**src/rtl/fetch_pkg.sv**
```systemverilog
// Shared types and constants for the instruction fetch stage.
package fetch_pkg;

  localparam int unsigned INSTR_W          = 32;
  localparam logic [31:0] PC_STEP          = 32'd4;
  localparam logic [31:0] RESET_PC_DEFAULT = 32'h0000_0000;

  typedef enum logic {
    RUN   = 1'b0,
    FLUSH = 1'b1
  } fetch_state_e;

  typedef struct packed {
    logic [INSTR_W-1:0] instr;
    logic [31:0]        pc;
  } fetch_entry_t;

endpackage

```
**src/rtl/fetch_fifo.sv**
```systemverilog
// DEPTH-entry FIFO of {instr, pc} pairs with synchronous clear.
module fetch_fifo
  import fetch_pkg::*;
#(
  parameter int unsigned DEPTH    = 2,
  parameter logic [31:0] RESET_PC = RESET_PC_DEFAULT
) (
  input  logic                             clock,
  input  logic                             reset,
  input  logic                             push_i,
  input  fetch_entry_t                     push_data_i,
  input  logic                             pop_i,
  input  logic                             clear_i,
  output logic [$clog2(DEPTH + 1)-1:0]     count_o,
  output fetch_entry_t                     head_o
);

  localparam int unsigned CW = $clog2(DEPTH + 1);
  localparam int unsigned AW = $clog2(DEPTH);
  localparam logic [CW-1:0] DEPTH_C = DEPTH[CW-1:0];

  fetch_entry_t  mem_q [DEPTH];
  logic [AW-1:0] wr_ptr_q;
  logic [AW-1:0] rd_ptr_q;
  logic [CW-1:0] count_q;

  always_ff @(posedge clock or negedge reset) begin
    if (!reset) begin
      wr_ptr_q <= '0;
      rd_ptr_q <= '0;
      count_q  <= '0;
      for (int unsigned i = 0; i < DEPTH; i++) begin
        mem_q[i] <= '{instr: '0, pc: RESET_PC};
      end
    end else if (clear_i) begin
      wr_ptr_q <= '0;
      rd_ptr_q <= '0;
      count_q  <= '0;
    end else begin
      if (push_i) begin
        mem_q[wr_ptr_q] <= push_data_i;
        wr_ptr_q        <= wr_ptr_q + 1'b1;
      end
      if (pop_i) begin
        rd_ptr_q <= rd_ptr_q + 1'b1;
      end
      count_q <= count_q + {{(CW-1){1'b0}}, push_i} - {{(CW-1){1'b0}}, pop_i};
    end
  end

  assign count_o = count_q;
  assign head_o  = mem_q[rd_ptr_q];

  // The upstream credit check must make a push into a full queue impossible.
  assert property (@(posedge clock) disable iff (!reset)
    !(push_i && !pop_i && !clear_i && count_q == DEPTH_C));

endmodule

```
**src/rtl/fetch_unit.sv**
```systemverilog
// Instruction fetch stage: PC, memory request/response credits, redirect flush.
// Optional same-cycle response bypass to the core: define FETCH_BYPASS_EN.
module fetch_unit
  import fetch_pkg::*;
#(
  parameter logic [31:0] RESET_PC = RESET_PC_DEFAULT,
  parameter int unsigned DEPTH    = 2
) (
  input  logic               clock,
  input  logic               reset,
  input  logic               redirect_valid,
  input  logic [31:0]        redirect_pc,
  output logic               mem_req,
  output logic [31:0]        mem_addr,
  input  logic               mem_gnt,
  input  logic               mem_rvalid,
  input  logic [31:0]        mem_rdata,
  output logic               instr_valid,
  output logic [INSTR_W-1:0] instr,
  output logic [31:0]        instr_pc,
  input  logic               instr_ready
);

  localparam int unsigned CW = $clog2(DEPTH + 1);
  localparam logic [CW:0] DEPTH_C = DEPTH[CW:0];

  fetch_state_e  state_q, state_d;
  logic [31:0]   fetch_pc_q, fetch_pc_d;
  logic [31:0]   resp_pc_q, resp_pc_d;
  logic [CW-1:0] out_q, out_d;
  logic [CW-1:0] drop_q, drop_d;

  logic [CW-1:0] count;
  fetch_entry_t  head;
  fetch_entry_t  push_data;
  logic          push, pop;
  logic          req_fire, live_resp, bypass_hit;

  fetch_fifo #(
    .DEPTH    (DEPTH),
    .RESET_PC (RESET_PC)
  ) u_fifo (
    .clock       (clock),
    .reset       (reset),
    .push_i      (push),
    .push_data_i (push_data),
    .pop_i       (pop),
    .clear_i     (redirect_valid),
    .count_o     (count),
    .head_o      (head)
  );

  always_comb begin
    // Gated by reset so the request is low while reset is held yet rises in the first cycle after release.
    mem_req   = reset && (state_q == RUN) && (({1'b0, count} + {1'b0, out_q}) < DEPTH_C);
    mem_addr  = fetch_pc_q;
    req_fire  = mem_req && mem_gnt;
    live_resp = mem_rvalid && (state_q == RUN) && !redirect_valid;
`ifdef FETCH_BYPASS_EN
    bypass_hit = live_resp && (count == '0);
`else
    bypass_hit = 1'b0;
`endif
    instr_valid = (count != '0) || bypass_hit;
    instr       = bypass_hit ? mem_rdata : head.instr;
    instr_pc    = bypass_hit ? resp_pc_q : head.pc;

    push_data = '{instr: mem_rdata, pc: resp_pc_q};
    push      = live_resp && !(bypass_hit && instr_ready);
    pop       = (count != '0) && instr_ready && !redirect_valid;

    // Outstanding tracks every in-flight request, stale or not; drop_cnt mirrors it during FLUSH.
    out_d = out_q + {{(CW-1){1'b0}}, req_fire} - {{(CW-1){1'b0}}, mem_rvalid};

    fetch_pc_d = fetch_pc_q;
    resp_pc_d  = resp_pc_q;
    if (redirect_valid) begin
      fetch_pc_d = redirect_pc;
      resp_pc_d  = redirect_pc;
    end else begin
      if (req_fire)  fetch_pc_d = fetch_pc_q + PC_STEP;
      if (live_resp) resp_pc_d  = resp_pc_q + PC_STEP;
    end

    state_d = state_q;
    drop_d  = drop_q;
    if (redirect_valid) begin
      drop_d  = out_d;
      state_d = (out_d == '0) ? RUN : FLUSH;
    end else if ((state_q == FLUSH) && mem_rvalid) begin
      drop_d = drop_q - 1'b1;
      if (drop_q == {{(CW-1){1'b0}}, 1'b1}) state_d = RUN;
    end
  end

  always_ff @(posedge clock or negedge reset) begin
    if (!reset) begin
      state_q    <= RUN;
      fetch_pc_q <= RESET_PC;
      resp_pc_q  <= RESET_PC;
      out_q      <= '0;
      drop_q     <= '0;
    end else begin
      state_q    <= state_d;
      fetch_pc_q <= fetch_pc_d;
      resp_pc_q  <= resp_pc_d;
      out_q      <= out_d;
      drop_q     <= drop_d;
    end
  end

endmodule
```
**config.mk**
```make
export PLATFORM = sky130hd
export DESIGN_NAME = fetch_unit
export DESIGN_NICKNAME = d
export VERILOG_FILES = /design/src/rtl/fetch_pkg.sv /design/src/rtl/fetch_fifo.sv /design/src/rtl/fetch_unit.sv
export SDC_FILE = /design/constraint.sdc
export NUM_CORES = 1
export LEC_CHECK = 0
export CAP_MARGIN = 20
export CORE_AREA = 10 10 215 135
export CTS_CLUSTER_SIZE = 8
export DETAILED_ROUTE_END_ITERATION = 8
export DIE_AREA = 0 0 225 145
export GPL_ROUTABILITY_DRIVEN = 1
export SYNTH_ARGS = -nofsm -noshare
export SYNTH_HDL_FRONTEND = slang
export SYNTH_HIERARCHICAL = 1
export SYNTH_SLANG_ARGS = --single-unit
```
**constraint.sdc**
```tcl
create_clock -name clock -period 5.9 [get_ports clock]
set_clock_uncertainty 0.2 [all_clocks]
set_input_delay 1.77 -clock clock [delete_from_list [all_inputs] [get_ports clock]]
set_output_delay 1.77 -clock clock [all_outputs]
set_load 0.1 [all_outputs]
```
==> summary.txt <==
Floorplanning
  • Die Width: 225 microns
  • Full die area: 32,630 sq um
  • Die height: 145 microns
  • Row Count: 45
  • Initial core utilization: 0.4046
  • Core area: 25,060 sq um
  • # IOs: 168

Critical path
  • Slowest-stage cell, CP: clkdlybuf4s50_1
  • Slowest stage delay, CP: 0.98 ns
  • Reg2reg start: u_fifo/count_o[0]$_DFF_PN0_
  • Worst setup SP type: flip-flop
  • CP top delay family: buffers and inverters
  • Worst setup path startpoint: u_fifo/rd_ptr_q$_DFFE_PN0P_
  • Crit Path Class: flip-flop to output pin
  • R2r setup slk: 2.50 ns
  • CP arrival: 2.97 ns
  • Crit-path max FO: 46
  • Crit-path cells: buf_12 > mux2_2 > clkdlybuf4s50_1
  • WP buf/inv: 2
  • Worst endpoint required time: 3.93 ns
  • Crit end category: output pin

Status
  • Status: complete, no violations

Timing
  • Fin. max-slew vios: 0
  • Period minus WS final: 4.940 ns
  • Setup TNS: 0 ns
  • Endpoints failing setup: 0
  • Tcrit/Tclk final: 0.8372
  • Max Freq: 0.2024 GHz
  • Worst slew pin tran: 1.046 ns
  • Hold Vio Cnt, Final: 0
  • RSZ-0062 raised after global routing: no
  • Max_slew headroom: 0.2972

Layout
  • Layout cells sized above 1: 0.2659
  • Area growth syn-to-layout: 26.10%
  • # diodes: 0
  • Nets@finish: 1,051
  • Layout fillers: 2,183

Place
  • GPL Wtd Cong: 0.8402
  • Port Buffers: 167
  • Hpwl dp: 18,850 microns

Clocking
  • Hold-fix buffers at CTS: 0
  • CTS tree: built
  • Post-CTS sizing: 0
  • CTS max path bufs: 3
  • Clk_lat worst skew: 0.53 ns
  • # Post-CTS Setup Buffers: 0
  • Clk sinks: 201
  • Num CTS Buffers: 29
  • Root buf cell: clkbuf_16
  • Clock transition at the registers of the reported paths: 0.05 ns
  • H-tree levels: 1

Synthesis
  • Post-Syn Area per Cell: 12.52 sq um
  • Top cells by area, synth: dfrtp_1, mux2_2, mux2_4, nor2_1, o31ai_1
  • Yosys top cell area share: 0.4961
  • Cells after Synth: 810
  • Fraction of the yosys area taken by sequential cells: 0.4961
  • Ys flop type: dfrtp_1
  • Post-Syn Nets: 888
  • Post-synth cell types: 58
  • Cell Area, Synth: 10,140 sq um
  • Post-synthesis async set-or-reset flop share: 1.000
  • Post-synth EDFFs: 0
  • #FFs+latches synth: 201
  • Cell taking the most area after synthesis: dfrtp_1
  • Yosys warning count: 6

GRT
  • Total GRT Usage: 0.1650
  • Largest net degree at the start of global routing: 76
  • Gr ovfl total: 0
  • Number of global-route vias before repair: 7,419
  • Initial antenna violation count: 0
  • First-pass GRT wire length: 43,700 microns

Route
  • Drt via density: 5.503
  • # DRC: 0
  • First drt pass iteration count: 5
  • Initial drt markers: 549
  • Vias: 7,171
  • Final wirelength: 27,410 microns
  • Wire per inst: 21.03 microns
  • Antenna viol nets, final: 0

Flow run
  • Max Cap Viol: 0

Min path
  • Hold Crit Start: u_fifo/mem_q[106]$_DFFE_PN0P_
  • Hold crit path type: flip-flop to flip-flop

Power and ir drop
  • Cell Pwr Density: 546.9 nW/um^2
  • Pwr Total: 6991 uW
  • Peak supply drop: 485.8 uV
  • Pleak: 0.005498 uW
power breakdown:
group          total (uW)  switching, uW  internal [uW]
clock network        1430            567            859
registers            2060            288           1770
logic                3510           2460           1050
through the flow:
stage	area [sq um]	setup WS, ns	instances	utilization	hold WS, ns
final	12780	0.9603	1303	0.5103	0.2895
after detailed placement	12040	1.215	1271	0.4806	0.2803
after CTS	12780	0.9134	1303	0.5103	0.2919
after floorplan	10140	1.350	810	-	0.2541
after global routing	12780	0.8605	1303	0.5103	0.3017
after global placement	12040	1.206	1271	0.4806	0.2831
routing by layer:
metal  global-route usage  vias up  routed length (microns)
met5                    0        -                        0
met4              0.02709        0                      307
met3              0.04160       27                     1721
met2               0.2385      186                    11800
met1               0.2444     3637                    13580
li1                     -     3321                        -
cell usage after synthesis (all sizes together) (2+ instances only):
cell and count:
o21ai 11, a311oi 3, a21o 4, ha 7, nand3 23, and4 15, buf 28, mux2i 2
nor3 12, inv 18, nand4 20, and2 4, and3 11, mux2 200, nor2 41, o31a 2
o31ai 19, or4 20, or3 4, a31o 2, dfrtp 201, or2 3, xnor2 15, nand2 37
a21oi 16, nor2b 3, a31oi 20, nor4 12, xor2 5, nand2b 4, clkbuf 19, a211oi 15
kinds of logic (layout without fill, tap and decap cells):
kind of cell	Yosys count	after routing	share of synthesized area
xor+xnor	21	21	0.01950
simple gates	214	214	0.1208
buf+inv	66	230	0.04147
compound gates	98	98	0.06516
mux	202	202	0.2463
fa+ha+maj	8	8	0.01061
flops	201	201	0.4961
cells in the final DEF, fill, tap and decap left out, types with 7 or more instances in the layout:
cell type and instances:
dfrtp_1 200, clkdlybuf4s50_1 164, mux2_2 135, mux2_4 60, nor2_1 41, nand2_1 36, clkbuf_16 29, nand3_1 20
a31oi_1 20, or4_1 19, o31ai_1 19, nand4_1 18, inv_1 17, a21oi_1 16, xnor2_1 15, and4_1 15
a211oi_1 15, nor3_1 12, and3_1 11, o21ai_0 11, nor4_1 11, ha_1 7, buf_4 7
state kept, by name, summed over array words and instances (netlist names):
signal,cells
drop_q,2
u_fifo/wr_ptr_q,1
mem_addr,32
state_q,1
u_fifo/count_o,2
u_fifo/mem_q,128
resp_pc_q,32
u_fifo/rd_ptr_q,1
out_q,2
worst reg2reg max path: stages, from the launching register on:
cell      delay (ns)
dfrtp_1         0.39
and2_1          0.15
fa_1            0.43
or4b_4          0.57
clkinv_2        0.17
nand4_1         0.54
or4_1           0.69
and3_1          0.16
layout make-up:
cell class / count / area, sq um / share of cell area
inverter: 19 / 72.57 / 0.005676
multi-input combinational: 543 / 4695 / 0.3672
clock buffer: 31 / 733.2 / 0.05735
clock inverter: 1 / 8.758 / 0.0006851
tap: 329 / 411.6 / 0.03220
sequential: 201 / 5031 / 0.3935
timing repair buffer: 179 / 1833 / 0.1434
worst paths after layout:
kind	to	cells after the start
setup / recovery	instr_pc[15]	3
hold / removal	u_fifo/mem_q[106]$_DFFE_PN0P_	1
setup reg to reg	mem_addr[30]$_DFFE_PN0P_	7
hold reg to reg	u_fifo/mem_q[106]$_DFFE_PN0P_	1
max in group asynchronous	u_fifo/rd_ptr_q$_DFFE_PN0P_	3
min in group asynchronous	mem_addr[3]$_DFFE_PN0P_	2
Power figures use the tool's default switching activity.
